$ cat src/rtl/melody_pkg.sv
// Shared types and constants for the melody sequencer: note codes, ROM entry layout, FSM states.
package melody_pkg;

    localparam logic [1:0] NOTE_REST = 2'd0;
    localparam logic [1:0] NOTE_DO   = 2'd1;
    localparam logic [1:0] NOTE_RE   = 2'd2;
    localparam logic [1:0] NOTE_MI   = 2'd3;

    localparam logic [2:0] END_DUR = 3'd0;

    typedef struct packed {
        logic [1:0] note;
        logic [2:0] dur;
    } entry_t;

    typedef enum logic [2:0] {
        StIdle,
        StPlay,
        StGap,
        StPause,
        StDone
    } state_e;

endpackage

$ cat src/rtl/melody_sequencer_if.sv
// Control/status bundle between the board top and the melody sequencer.
interface melody_sequencer_if #(
    parameter int unsigned ADDR_W = 4
) ();
    logic              start;
    logic              stop;
    logic [1:0]        key_note;
    logic [1:0]        note_address;
    logic              note_enable;
    logic              busy;
    logic              done;
    logic [ADDR_W-1:0] song_idx;

    modport master (
        output start, stop, key_note,
        input  note_address, note_enable, busy, done, song_idx
    );

    modport slave (
        input  start, stop, key_note,
        output note_address, note_enable, busy, done, song_idx
    );
endinterface

$ cat src/rtl/melody_rom.sv
// Combinational song ROM: address -> {note, dur}; unused addresses hold the end marker.
module melody_rom
    import melody_pkg::*;
#(
    parameter int unsigned ADDR_W = 4
) (
    input  logic [ADDR_W-1:0] addr_i,
    output entry_t            entry_o
);
    always_comb begin
        entry_o = '{note: NOTE_REST, dur: END_DUR};
        case (addr_i)
            ADDR_W'(0): entry_o = '{note: NOTE_DO,   dur: 3'd2};
            ADDR_W'(1): entry_o = '{note: NOTE_RE,   dur: 3'd1};
            ADDR_W'(2): entry_o = '{note: NOTE_MI,   dur: 3'd2};
            ADDR_W'(3): entry_o = '{note: NOTE_REST, dur: 3'd1};
            ADDR_W'(4): entry_o = '{note: NOTE_DO,   dur: 3'd1};
            default:    entry_o = '{note: NOTE_REST, dur: END_DUR};
        endcase
    end
endmodule

$ cat src/rtl/melody_sequencer.sv
// Steps through the song ROM driving the tone generator; manual keys override and pause playback.
// Define LOOP_EN to wrap back to entry 0 at song end instead of returning to idle.
module melody_sequencer
    import melody_pkg::*;
#(
    parameter int unsigned CLK_HZ     = 25000000,
    parameter int unsigned BEAT_HZ    = 8,
    parameter int unsigned GAP_CYCLES = 250000,
    parameter int unsigned SONG_LEN   = 16
) (
    input logic               clk,
    input logic               resetn,
    melody_sequencer_if.slave seq_if
);
    localparam int unsigned DIV     = CLK_HZ / BEAT_HZ;
    localparam int unsigned ADDR_W  = (SONG_LEN > 1) ? $clog2(SONG_LEN) : 1;
    localparam int unsigned PRESC_W = $clog2(DIV);
    localparam int unsigned GAP_W   = $clog2(GAP_CYCLES + 1);

    localparam logic [PRESC_W-1:0] PRESC_LAST = PRESC_W'(DIV - 1);
    localparam logic [GAP_W-1:0]   GAP_LOAD   = GAP_W'(GAP_CYCLES - 1);
    localparam logic [ADDR_W-1:0]  LAST_IDX   = ADDR_W'(SONG_LEN - 1);

    state_e              state_q, state_d, resume_q, resume_d, st_eff;
    logic [ADDR_W-1:0]   idx_q, idx_d;
    logic [PRESC_W-1:0]  presc_q, presc_d;
    logic [2:0]          beat_q, beat_d;
    logic [GAP_W-1:0]    gap_q, gap_d;
    logic [1:0]          note_q, note_d;
    logic [1:0]          addr_q, addr_d;
    logic                en_q, en_d, busy_q, busy_d, done_q, done_d;
    logic                kill, wrap;
    logic [1:0]          key;
    entry_t              first_entry, next_entry;

    assign key = seq_if.key_note;

    melody_rom #(.ADDR_W(ADDR_W)) u_rom_first (
        .addr_i  ('0),
        .entry_o (first_entry)
    );

    melody_rom #(.ADDR_W(ADDR_W)) u_rom_next (
        .addr_i  (idx_q + ADDR_W'(1)),
        .entry_o (next_entry)
    );

    always_comb begin
        state_d  = state_q;
        resume_d = resume_q;
        idx_d    = idx_q;
        presc_d  = presc_q;
        beat_d   = beat_q;
        gap_d    = gap_q;
        note_d   = note_q;
        kill     = 1'b0;
        wrap     = 1'b0;
        // Releasing the key resumes and takes the saved state's step in the same cycle,
        // so the paused entry keeps its exact sounding length.
        st_eff   = (state_q == StPause && key == NOTE_REST) ? resume_q : state_q;

        if (seq_if.stop && state_q != StIdle) begin
            state_d = StIdle;
            kill    = 1'b1;
        end else begin
            unique case (st_eff)
                StIdle: begin
                    if (seq_if.start && !seq_if.stop) begin
                        idx_d   = '0;
                        presc_d = '0;
                        beat_d  = first_entry.dur;
                        note_d  = first_entry.note;
                        state_d = (first_entry.dur == END_DUR) ? StDone : StPlay;
                    end
                end
                StPlay: begin
                    if (key != NOTE_REST) begin
                        state_d  = StPause;
                        resume_d = StPlay;
                    end else begin
                        state_d = StPlay;
                        if (presc_q == PRESC_LAST) begin
                            presc_d = '0;
                            if (beat_q == 3'd1) begin
                                state_d = StGap;
                                gap_d   = GAP_LOAD;
                            end else begin
                                beat_d = beat_q - 3'd1;
                            end
                        end else begin
                            presc_d = presc_q + PRESC_W'(1);
                        end
                    end
                end
                StGap: begin
                    if (key != NOTE_REST) begin
                        state_d  = StPause;
                        resume_d = StGap;
                    end else begin
                        state_d = StGap;
                        if (gap_q == '0) begin
                            if (next_entry.dur == END_DUR || idx_q == LAST_IDX) begin
`ifdef LOOP_EN
                                if (first_entry.dur != END_DUR) begin
                                    state_d = StPlay;
                                    idx_d   = '0;
                                    presc_d = '0;
                                    beat_d  = first_entry.dur;
                                    note_d  = first_entry.note;
                                    wrap    = 1'b1;
                                end else begin
                                    state_d = StDone;
                                end
`else
                                state_d = StDone;
`endif
                            end else begin
                                state_d = StPlay;
                                idx_d   = idx_q + ADDR_W'(1);
                                presc_d = '0;
                                beat_d  = next_entry.dur;
                                note_d  = next_entry.note;
                            end
                        end else begin
                            gap_d = gap_q - GAP_W'(1);
                        end
                    end
                end
                StPause: state_d = StPause;
                StDone:  state_d = StIdle;
                default: state_d = StIdle;
            endcase
        end

        busy_d = state_d inside {StPlay, StGap, StPause};
        done_d = (state_d == StDone) || wrap;
        if (kill) begin
            addr_d = NOTE_REST;
        end else if (key != NOTE_REST) begin
            addr_d = key;
        end else if (state_d == StPlay) begin
            addr_d = note_d;
        end else begin
            addr_d = NOTE_REST;
        end
        en_d = (addr_d != NOTE_REST);
    end

    always_ff @(posedge clk or negedge resetn) begin
        if (!resetn) begin
            state_q  <= StIdle;
            resume_q <= StPlay;
            idx_q    <= '0;
            presc_q  <= '0;
            beat_q   <= '0;
            gap_q    <= '0;
            note_q   <= NOTE_REST;
            addr_q   <= NOTE_REST;
            en_q     <= 1'b0;
            busy_q   <= 1'b0;
            done_q   <= 1'b0;
        end else begin
            state_q  <= state_d;
            resume_q <= resume_d;
            idx_q    <= idx_d;
            presc_q  <= presc_d;
            beat_q   <= beat_d;
            gap_q    <= gap_d;
            note_q   <= note_d;
            addr_q   <= addr_d;
            en_q     <= en_d;
            busy_q   <= busy_d;
            done_q   <= done_d;
        end
    end

    assign seq_if.note_address = addr_q;
    assign seq_if.note_enable  = en_q;
    assign seq_if.busy         = busy_q;
    assign seq_if.done         = done_q;
    assign seq_if.song_idx     = idx_q;

endmodule
$ cat src/flat_wrapper.sv
// flat-port wrapper written by rule: the top's interface ports become plain ports
module melody_sequencer_flat import melody_pkg::*;
#(
    parameter int unsigned CLK_HZ     = 25000000,
    parameter int unsigned BEAT_HZ    = 8,
    parameter int unsigned GAP_CYCLES = 250000,
    parameter int unsigned SONG_LEN   = 16
)
  (clk, resetn, seq_if_start, seq_if_stop, seq_if_key_note, seq_if_note_address, seq_if_note_enable, seq_if_busy, seq_if_done, seq_if_song_idx);
  melody_sequencer_if seq_if_i ();
  input logic clk;
  input logic resetn;
  input wire logic [$bits(seq_if_i.start)-1:0] seq_if_start;
  input wire logic [$bits(seq_if_i.stop)-1:0] seq_if_stop;
  input wire logic [$bits(seq_if_i.key_note)-1:0] seq_if_key_note;
  output wire logic [$bits(seq_if_i.note_address)-1:0] seq_if_note_address;
  output wire logic [$bits(seq_if_i.note_enable)-1:0] seq_if_note_enable;
  output wire logic [$bits(seq_if_i.busy)-1:0] seq_if_busy;
  output wire logic [$bits(seq_if_i.done)-1:0] seq_if_done;
  output wire logic [$bits(seq_if_i.song_idx)-1:0] seq_if_song_idx;
  assign seq_if_i.start = seq_if_start;
  assign seq_if_i.stop = seq_if_stop;
  assign seq_if_i.key_note = seq_if_key_note;
  assign seq_if_note_address = seq_if_i.note_address;
  assign seq_if_note_enable = seq_if_i.note_enable;
  assign seq_if_busy = seq_if_i.busy;
  assign seq_if_done = seq_if_i.done;
  assign seq_if_song_idx = seq_if_i.song_idx;
  melody_sequencer #(.CLK_HZ(CLK_HZ), .BEAT_HZ(BEAT_HZ), .GAP_CYCLES(GAP_CYCLES), .SONG_LEN(SONG_LEN)) u_core (.clk(clk), .resetn(resetn), .seq_if(seq_if_i));
endmodule
$ cat config.mk
export PLATFORM = sky130hd
export DESIGN_NAME = melody_sequencer_flat
export DESIGN_NICKNAME = d
export VERILOG_FILES = /design/src/rtl/melody_pkg.sv /design/src/rtl/melody_sequencer_if.sv /design/src/rtl/melody_rom.sv /design/src/rtl/melody_sequencer.sv /design/src/flat_wrapper.sv
export SDC_FILE = /design/constraint.sdc
export NUM_CORES = 1
export LEC_CHECK = 0
export ABC_AREA = 1
export CORE_AREA = 2 2 86 88
export CTS_CLUSTER_SIZE = 30
export DETAILED_ROUTE_END_ITERATION = 7
export DIE_AREA = 0 0 88 90
export GPL_TIMING_DRIVEN = 0
export PLACE_DENSITY = 0.85
export SYNTH_ARGS = -nofsm -noshare
export SYNTH_HDL_FRONTEND = slang
export SYNTH_HIERARCHICAL = 1
export SYNTH_SLANG_ARGS = --single-unit
$ cat constraint.sdc
create_clock -name clk -period 2.58 [get_ports clk]
set_input_delay 0.387 -clock clk [delete_from_list [all_inputs] [get_ports clk]]
set_output_delay 0.387 -clock clk [all_outputs]
set_load 0.02 [all_outputs]
==> results of run 1 <==
[metal layers]
metal / GRT usage [%] / routed length, um
met5: 0 / 0
met1: 36.1 / 4490
met3: 4.78 / 571
met4: 12.1 / 301
met2: 46.2 / 5150
[flip-flops by register name, indices dropped and copies added, names as in the netlist]
register / cells
u_core/resume_q: 2
u_core/seq_if.done: 1
u_core/seq_if.note_address: 2
u_core/presc_q: 22
u_core/seq_if.note_enable: 1
u_core/note_q: 2
u_core/state_q: 3
u_core/seq_if.busy: 1
u_core/beat_q: 3
u_core/gap_q: 18
u_core/seq_if.song_idx: 4
[through the flow]
stage | power (uW) | setup TNS (ns) | hold WS, ns | utilization (%) | instances
global route | 4580 | -0.859 | 0.0596 | 66.4 | 720
global placement | 3260 | -46.83 | 0.477 | 62.8 | 703
CTS | 4250 | 0 | 0.0383 | 66.0 | 719
detailed placement | 3340 | -0.486 | 0.413 | 63.1 | 704
floorplan | 2800 | 0 | 0.0914 | - | 590
finish | 4280 | 0 | 0.0172 | 66.4 | 720
[final cells by class]
cell class / count / area, sq um / share of cell area [%]
plain buffers: 13 / 126 / 2.71
clock buffers: 13 / 169 / 3.62
clock inverters: 3 / 45.0 / 0.966
inverters: 74 / 284 / 6.09
multi-input cells: 443 / 2270 / 48.8
flip-flops and latches: 59 / 1480 / 31.7
well taps: 99 / 124 / 2.66
repair buffers: 16 / 163 / 3.49
[path summary, 6_finish.rpt]
path	startpoint	endpoint	slack [ns]	cells past startpoint
worst min-delay path	resetn	u_core/presc_q[20]$_DFFE_PN0P_	0.02	1
min in group clk	u_core/beat_q[1]$_DFFE_PN0P_	u_core/beat_q[1]$_DFFE_PN0P_	0.50	2
worst max-delay path	u_core/seq_if.song_idx[0]$_DFFE_PN0P_	u_core/presc_q[14]$_DFFE_PN0P_	0.17	17
worst max register to register	u_core/seq_if.song_idx[0]$_DFFE_PN0P_	u_core/presc_q[14]$_DFFE_PN0P_	0.17	17
max in group asynchronous	resetn	u_core/resume_q[0]$_DFFE_PN1P_	1.89	2
worst min register to register	u_core/beat_q[1]$_DFFE_PN0P_	u_core/beat_q[1]$_DFFE_PN0P_	0.50	2
[worst max-delay path, delay by kind of cell, from the launching register on]
kind | cells | cell delay (ns)
AOI/OAI and AO/OA | 2 | 0.22
xor gates and xnor gates | 1 | 0.25
adders and majority gates | 1 | 0.23
buffers and inverters | 3 | 0.40
DFF | 1 | 0.41
and+or+nand+nor | 10 | 0.79
[report_power, final]
| part | switching [uW] | internal (uW) | leakage (uW) |
|---|---|---|---|
| clock | 390 | 526 | 0.000102 |
| sequential | 201 | 1140 | 0.000767 |
| combinational | 1330 | 688 | 0.00128 |
| total | 1930 | 2360 | 0.00215 |
[placed cells by master, fill, tap and decap left out, types with 2 or more instances in the layout]
cell,n
a21oi_1,11
buf_12,2
buf_2,2
buf_4,4
buf_6,5
clkbuf_1,3
clkbuf_8,12
clkdlybuf4s50_1,13
clkinv_2,2
clkinvlp_4,3
conb_1,13
dfrtp_1,57
ha_1,5
inv_1,66
inv_2,5
nand2_1,149
nand2_2,3
nand2_4,2
nand3_1,35
nand3b_1,2
nand4_1,24
nor2_1,73
nor2_2,5
nor2_4,4
nor3_1,17
nor4_1,6
o21a_1,2
o21ai_0,22
o21ai_1,11
o21ai_2,7
o31ai_1,11
or2_2,3
xor2_1,25
[timing repair]
item	in CTS	in global routing
gates resized for setup	0	6
buffers inserted	0	1
pin swaps	0	3
setup endpoints to repair	1	29
[kinds of logic (layout without fill, tap and decap cells)]
group | Yosys count | in the layout
other | 3 | 13
AND/OR/NAND/NOR | 325 | 325
adder cells (fa/ha/maj) | 6 | 6
flip-flops | 59 | 59
buffers and inverters | 88 | 119
XOR/XNOR | 27 | 27
AO/OA/AOI/OAI | 72 | 72
==> impl_metrics.tcl, run 1 <==
set metrics [dict create \
    drt-initial-drc-count 286 \
    cts_root_buffer "clkbuf_8" \
    tightest_slew_ns 0.548 \
    dr.pass1.iters 5 \
    synth_warnings 6 \
    fin_area_sq_mm 0.00466 \
    worst-setup-path-type "flop to flop" \
    pre_cts_slack_ns -0.0958 \
    crit_chain "ha_2 > xor2_2 > inv_1 > nor2_1 > nand2_1 > nand2_1 > nor2_1 > nand2_1 > nand2_1 > nand3_2 > nand2_1 > a21boi_2 > nand2_2 > buf_6 > buf_8 > nand2_1 > o31ai_1" \
    n_antenna_cell 0 \
    setup_ws_ns 0.170 \
    critPathCaptureType "flop" \
    layout_min_cycle_time_ns 2.41 \
    hold_path_class "primary input to asynchronous set/reset pin" \
    worstPathArrival_ns 2.64 \
    synthArstFlopShare_pct 100 \
    grt_pass1_wl_um 17600 \
    status "finished, final reports clean" \
    fin_nets 628 \
    slew_headroom_pct 63.1 \
    synth.distinct_cells 43 \
    period_share_pct 93.4 \
    grt_pass1_vias 3844 \
    final-hold-violation-count 0 \
    numCtsBuffers 9 \
    synth-compound-area-share_pct 11.1 \
    clk_latency_ns 0.35 \
    cts.sinks 59 \
    track_usage_pct 28.1 \
    h-tree-depth 3 \
    ys_seq_area_share_pct 36.0 \
    synthesis.area_sq_mm 0.00411 \
    start_util_pct 58.5 \
    p_leak_uw 0.00215 \
    path_clk_slew_ns 0.07 \
    die_h_um 90 \
    die_w_um 88 \
    synth_top_family_by_area "simple AND/OR/NAND/NOR gates" \
    p_per_area_mw_per_mm2 918 \
    cp_slowest_cell "dfrtp_1" \
    yosys_most_used_dff "dfrtp_1" \
    drv_slew 0 \
    yosys-top-cells-area "dfrtp_1, nand2_1, nor2_1" \
    coreArea_sq_mm 0.00702 \
    crit_top_cell "nand2_1" \
    ys_top_cells_by_count "nand2_1, nor2_1, inv_1" \
    synth_mux_area_share_pct 0 \
    drt_wl_total_um 10500 \
    synth.largest_area_cell "dfrtp_1" \
    fp.dieArea_sq_mm 0.00792 \
    synthMostInstantiatedCell "nand2_1" \
    syn_inst 580 \
    synth-edff-count 0 \
    place_area_sq_mm 0.00443 \
    ioPinCount 15 \
    viasPerCell 5.54 \
    start_kind "flop" \
    drive_gt1_share_pct 11.1 \
    area_growth_syn_to_layout_pct 13.5 \
    cts_buffer_depth 2 \
    grt_max_degree 39 \
    finClkSkew_ns 0.0130 \
    cts_tree "done" \
    num_rows 31 \
    slowest_delay_ns 0.41 \
    cp_max_fo 10 \
    synthSimpleGateAreaFrac_pct 35.1 \
    drcViolationCount 0 \
    ys_ff_latch 59 \
    dp_hpwl_um 7800 \
    place.gp.congestion 0.925 \
    synth_top_area_share_pct 35.3 \
    grt-ovfl-total 0 \
    maxCapViolCount 0 \
    cts-hold-fix-buffers 0 \
    synth-adder-area-share_pct 1.83 \
    irDropWorstVdd_uv 765 \
    wl_per_cell_um 14.6 \
    fmax_mhz 415 \
    required_ns 2.80 \
    n_fill_cell 597 \
    antenna_left 0 \
    vias 3991 \
    finalSetupViolCount 0 \
    syn_area_per_cell_sq_um 7.09 \
    port_buffers 14 \
    synth_xor_area_share_pct 5.75 \
    grt_antenna_before_repair 0 \
]
(Power assumes the default switching activity.)
==> run 2: changes to the inputs <==
Settings changed: SLEW_MARGIN set to 20.
==> run 2 against run 1 <==
Clock skew down 0.0017 ns. First-iteration DRC count down 8.4%. Worst hold slack better by 0.47 ns. Die area unchanged. Critical path depth down 6. Critical endpoint is now u_core/beat_q[2]$_DFFE_PN0P_.
==> impl_metrics.tcl, run 2 (synthesized netlist as in run 1, its figures left out) <==
set metrics [dict create \
    die_w_um 88 \
    path_clk_slew_ns 0.08 \
    irDropWorstVdd_uv 680 \
    cts.sinks 59 \
    maxCapViolCount 0 \
    antenna_left 0 \
    drt-initial-drc-count 262 \
    cts_buffer_depth 2 \
    crit_top_cell "nand2_1" \
    worst-setup-path-type "flop to flop" \
    top_register "u_core/presc_q" \
    tns_ns 0 \
    critPathCaptureType "flop" \
    ioPinCount 15 \
    fin_area_sq_mm 0.00466 \
    vias 4020 \
    n_antenna_cell 0 \
    fin_nets 630 \
    p_sw_uw 1940 \
    die_h_um 90 \
    grt_max_degree 39 \
    drv_slew 0 \
    p_per_area_mw_per_mm2 909 \
    fp.dieArea_sq_mm 0.00792 \
    slew_headroom_pct 60.1 \
    finalSetupViolCount 0 \
    path_depth 11 \
    final_common_cell "nand2_1" \
    num_rows 31 \
    required_ns 2.80 \
    dr.pass1.iters 5 \
    finClkSkew_ns 0.0113 \
    area_growth_syn_to_layout_pct 13.4 \
    slowest_delay_ns 0.44 \
    p_leak_uw 0.00215 \
    p_comb_share_pct 48.6 \
    cts_tree "done" \
    intPower_uw 2290 \
    cp_slowest_cell "dfrtp_1" \
    layout_min_cycle_time_ns 2.40 \
    pre_cts_slack_ns -0.0671 \
    r2r_cells 11 \
    grt_pass1_wl_um 17500 \
    start_util_pct 58.5 \
    switching_share_pct 45.9 \
    drive_gt1_share_pct 11.2 \
    place_area_sq_mm 0.00443 \
    clk_latency_ns 0.34 \
    grt_antenna_before_repair 0 \
    worstPathArrival_ns 2.61 \
    grt_pass1_vias 3883 \
    pwr-share-seq_pct 31.7 \
    coreArea_sq_mm 0.00702 \
    grt-ovfl-total 0 \
    viasPerCell 5.57 \
    status "finished, final reports clean" \
    drt_wl_total_um 10500 \
    track_usage_pct 28.0 \
    wl_per_cell_um 14.6 \
    place.gp.congestion 0.925 \
    clkPwrFrac_pct 19.8 \
    port_buffers 14 \
    hold_path_class "primary input to asynchronous set/reset pin" \
    largest_reg_flops 22 \
    cpLargestDelayFamily "simple AND/OR/NAND/NOR gates" \
    numCtsBuffers 9 \
    start_kind "flop" \
    worstSetupStartpoint "u_core/presc_q[9]$_DFFE_PN0P_" \
    fmax_mhz 417 \
    period_share_pct 92.9 \
    crit_chain "nand2_1 > nor2_1 > inv_1 > nor2_1 > and3_1 > buf_2 > clkinv_1 > nand2_1 > nand4_1 > nand2_1 > o21ai_0" \
    setup_ws_ns 0.183 \
    cp_max_fo 9 \
    tightest_slew_ns 0.599 \
    final-hold-violation-count 0 \
    r2r-start "u_core/presc_q[9]$_DFFE_PN0P_" \
    h-tree-depth 3 \
    dp_hpwl_um 7740 \
    fin_util_pct 66.4 \
    critPathBufInv 3 \
    cts_root_buffer "clkbuf_8" \
    layout_common_cells "nand2_1, nor2_1, inv_1" \
    drcViolationCount 0 \
]
==> run 2: changes by cell type in the layout (fill, tap and decap cells not counted), sizes merged <==
cell         change
buf              +1
clkbuf           -4
clkinv           +4
clkinvlp         -1
dlygate4sd3      +1
inv              +1
==> run 2: what timing repair did <==
action / 4_1_cts / 5_1_grt
gates resized for setup: 0 / 7
endpoints found under the hold margin: 21 / 0
hold buffers: 1 / 0
setup buffers: 0 / 1
endpoints found under the setup margin: 0 / 27
==> run 2: final timing paths <==
kind                       slack (ns)                        endpoint
max in group asynchronous        1.52  u_core/resume_q[0]$_DFFE_PN1P_
setup reg to reg                 0.18    u_core/beat_q[2]$_DFFE_PN0P_
hold reg to reg                  0.50    u_core/beat_q[1]$_DFFE_PN0P_
hold / removal                   0.49  u_core/presc_q[20]$_DFFE_PN0P_
min in group clk                 0.50    u_core/beat_q[1]$_DFFE_PN0P_
setup / recovery                 0.18    u_core/beat_q[2]$_DFFE_PN0P_
==> run 2: worst reg2reg max path, delay by kind of cell (launching register included) <==
family / cells / cell delay, ns
buffers and inverters: 3 / 0.61
flip-flops: 1 / 0.44
AND/OR/NAND/NOR: 7 / 1.14
AO/OA/AOI/OAI: 1 / 0.09
==> run 2: cell type report <==
| type | instances | area (sq um) |
|---|---|---|
| multi-input cells | 443 | 2270 |
| well taps | 99 | 124 |
| flip-flops and latches | 59 | 1480 |
| repair buffers | 17 | 175 |
| inverters | 74 | 279 |
| fillers | 583 | 2360 |
| clock buffers | 9 | 124 |
| plain buffers | 14 | 138 |
| clock inverters | 7 | 68.8 |
==> run 2: power groups by stage <==
stage | Clock (uW) | Combinational, uW | Sequential, uW
floorplan | 0 | 1450 | 1350
finish | 838 | 2060 | 1340
global placement | 0 | 1920 | 1340
CTS | 849 | 1990 | 1330
detailed placement | 0 | 1980 | 1350
global route | 896 | 2290 | 1370
==> run 2: metal layers <==
| layer | wire (um) | global-route usage [%] |
|---|---|---|
| met2 | 5180 | 46.1 |
| met5 | 0 | 0 |
| met1 | 4350 | 36.1 |
| met3 | 673 | 3.58 |
| met4 | 312 | 12.7 |
==> run 2: per-stage QoR <==
step	hold slack [ns]	total power, uW	std cells
final	0.485	4240	722
after floorplan	0.0914	2800	590
after global placement	0.477	3260	703
after CTS	0.486	4180	721
after global routing	0.518	4550	722
after detailed placement	0.310	3330	704
==> run 3: changes to the inputs <==
Settings changed: ABC_CLOCK_PERIOD_IN_PS set to 2580, CORE_AREA 2 2 86 88 to 2 2 78 98, DIE_AREA 0 0 88 90 to 0 0 80 100, PLACE_DENSITY 0.85 to 0.84.
==> run 3 against run 2 <==
Core utilization shrank 1.2 points. Sequential power hardly changed. Critical path depth up 6. Largest power group unchanged. Routed wire length is 3.3% lower. Combinational power is 2% lower. Die area grew 1.0%. Setup slack got worse by 0.079 ns.
==> impl_metrics.tcl, run 3 (synthesized netlist as in run 1, its figures left out) <==
set metrics [dict create \
    finalSetupViolCount 0 \
    place.gp.congestion 0.956 \
    vias 3959 \
    fp.dieArea_sq_mm 0.00800 \
    ioPinCount 15 \
    fin_area_sq_mm 0.00469 \
    cts_tree "done" \
    drv_slew 0 \
    p_per_area_mw_per_mm2 924 \
    start_kind "flop" \
    slew_headroom_pct 55.0 \
    worstPathArrival_ns 2.76 \
    dr.pass1.iters 5 \
    critPathCaptureType "flop" \
    cts.sinks 59 \
    fin_util_pct 65.2 \
    antenna_left 0 \
    final_common_cell "nand2_1" \
    dp_hpwl_um 7450 \
    fin_nets 631 \
    drive_gt1_share_pct 11.2 \
    grt_antenna_before_repair 0 \
    worst-setup-path-type "flop to flop" \
    largest_reg_flops 22 \
    power_uw 4330 \
    grt-ovfl-total 0 \
    track_usage_pct 27.1 \
    irDropWorstVdd_uv 749 \
    num_rows 35 \
    p_leak_uw 0.00217 \
    wl_per_cell_um 14.2 \
    cp_max_fo 10 \
    cts_root_buffer "clkbuf_8" \
    drcViolationCount 0 \
    top_register "u_core/presc_q" \
    cts_buffer_depth 2 \
    n_antenna_cell 0 \
    start_util_pct 57.2 \
    viasPerCell 5.53 \
    tightest_slew_ns 0.668 \
    place_area_sq_mm 0.00442 \
    grt_pass1_wl_um 17100 \
    drt_wl_total_um 10200 \
    maxCapViolCount 0 \
    path_clk_slew_ns 0.07 \
    area_growth_syn_to_layout_pct 14.0 \
    coreArea_sq_mm 0.00718 \
    period_share_pct 96.0 \
    fmax_mhz 404 \
    layout_min_cycle_time_ns 2.48 \
    die_h_um 100 \
    grt_pass1_vias 3823 \
    drt-initial-drc-count 203 \
    layout_common_cells "nand2_1, nor2_1, inv_1" \
    h-tree-depth 3 \
    required_ns 2.86 \
    port_buffers 14 \
    finClkSkew_ns 0.00959 \
    clk_latency_ns 0.35 \
    grt_max_degree 41 \
    die_w_um 80 \
    status "finished, final reports clean" \
    hold_path_class "primary input to asynchronous set/reset pin" \
    numCtsBuffers 9 \
    final-hold-violation-count 0 \
]
## run 3: cell types whose count changed in the layout (fill, tap and decap cells not counted)
cell | before | now
nand3_2 | 1 | 0
nand3_1 | 35 | 36
buf_6 | 6 | 5
clkbuf_8 | 9 | 10
bufinv_16 | 1 | 2
buf_4 | 5 | 7
clkinv_2 | 4 | 2
## run 3: through the flow
| step | cells | worst slack, ns | hold WS, ns | TNS (ns) |
|---|---|---|---|---|
| after floorplan | 590 | 0.308 | 0.0914 | 0 |
| after global placement | 696 | -0.767 | 0.473 | -44.43 |
| after detailed placement | 697 | -0.0314 | 0.293 | -0.137 |
| after CTS | 714 | 0.0764 | 0.456 | 0 |
| after global routing | 716 | -0.0686 | 0.471 | -0.414 |
| final | 716 | 0.104 | 0.452 | 0 |
## run 3: area by class of cell
class,instances,area [sq um]
buffer,14,134
clock buffer,10,138
clock inverter,6,88.8
fill,608,2500
inverter,74,279
multi-input combinational,443,2270
sequential,59,1480
tap,92,115
timing repair buffer,18,183
## run 3: report_power, final
| group | total [uW] | internal (uW) | switching, uW |
|---|---|---|---|
| Combinational | 2010 | 705 | 1310 |
| Clock | 972 | 569 | 403 |
| Sequential | 1340 | 1140 | 200 |
| Total | 4330 | 2420 | 1910 |
## run 3: worst paths after layout
path / start / end / slack (ns) / cells after the start
worst min-delay path: resetn / u_core/presc_q[9]$_DFFE_PN0P_ / 0.45 / 2
worst max-delay path: u_core/seq_if.song_idx[0]$_DFFE_PN0P_ / u_core/presc_q[16]$_DFFE_PN0P_ / 0.10 / 17
worst min register to register: u_core/beat_q[1]$_DFFE_PN0P_ / u_core/beat_q[1]$_DFFE_PN0P_ / 0.50 / 2
max in group asynchronous: resetn / u_core/resume_q[0]$_DFFE_PN1P_ / 1.56 / 3
worst max register to register: u_core/seq_if.song_idx[0]$_DFFE_PN0P_ / u_core/presc_q[16]$_DFFE_PN0P_ / 0.10 / 17
min in group clk: u_core/beat_q[1]$_DFFE_PN0P_ / u_core/beat_q[1]$_DFFE_PN0P_ / 0.50 / 2
## run 3: worst max-delay path: stages (launching register included)
cell      delay, ns
dfrtp_1        0.42
ha_2           0.23
xor2_2         0.23
inv_1          0.10
nor2_1         0.11
nand2_1        0.07
nand2_1        0.08
nor2_1         0.05
nand2_1        0.05
nand2_1        0.07
nand3_1        0.13
nand2_1        0.09
a21boi_2       0.17
nand2_2        0.08
inv_2          0.13
buf_4          0.19
nand4_1        0.11
nand2_1        0.10
## run 3: metal layers
metal	wire [um]	global-route usage (%)	up-vias
met5	0	0	-
met4	326	14.6	0
met3	430	4.41	30
met2	5420	48.2	133
met1	4000	30.5	1846
li1	-	-	1950
## run 3: repair_timing
action	CTS	global route
setup endpoints to repair	0	24
buffers inserted	0	2
resized for setup	0	5
hold endpoints to repair	19	0
hold buffers	1	0
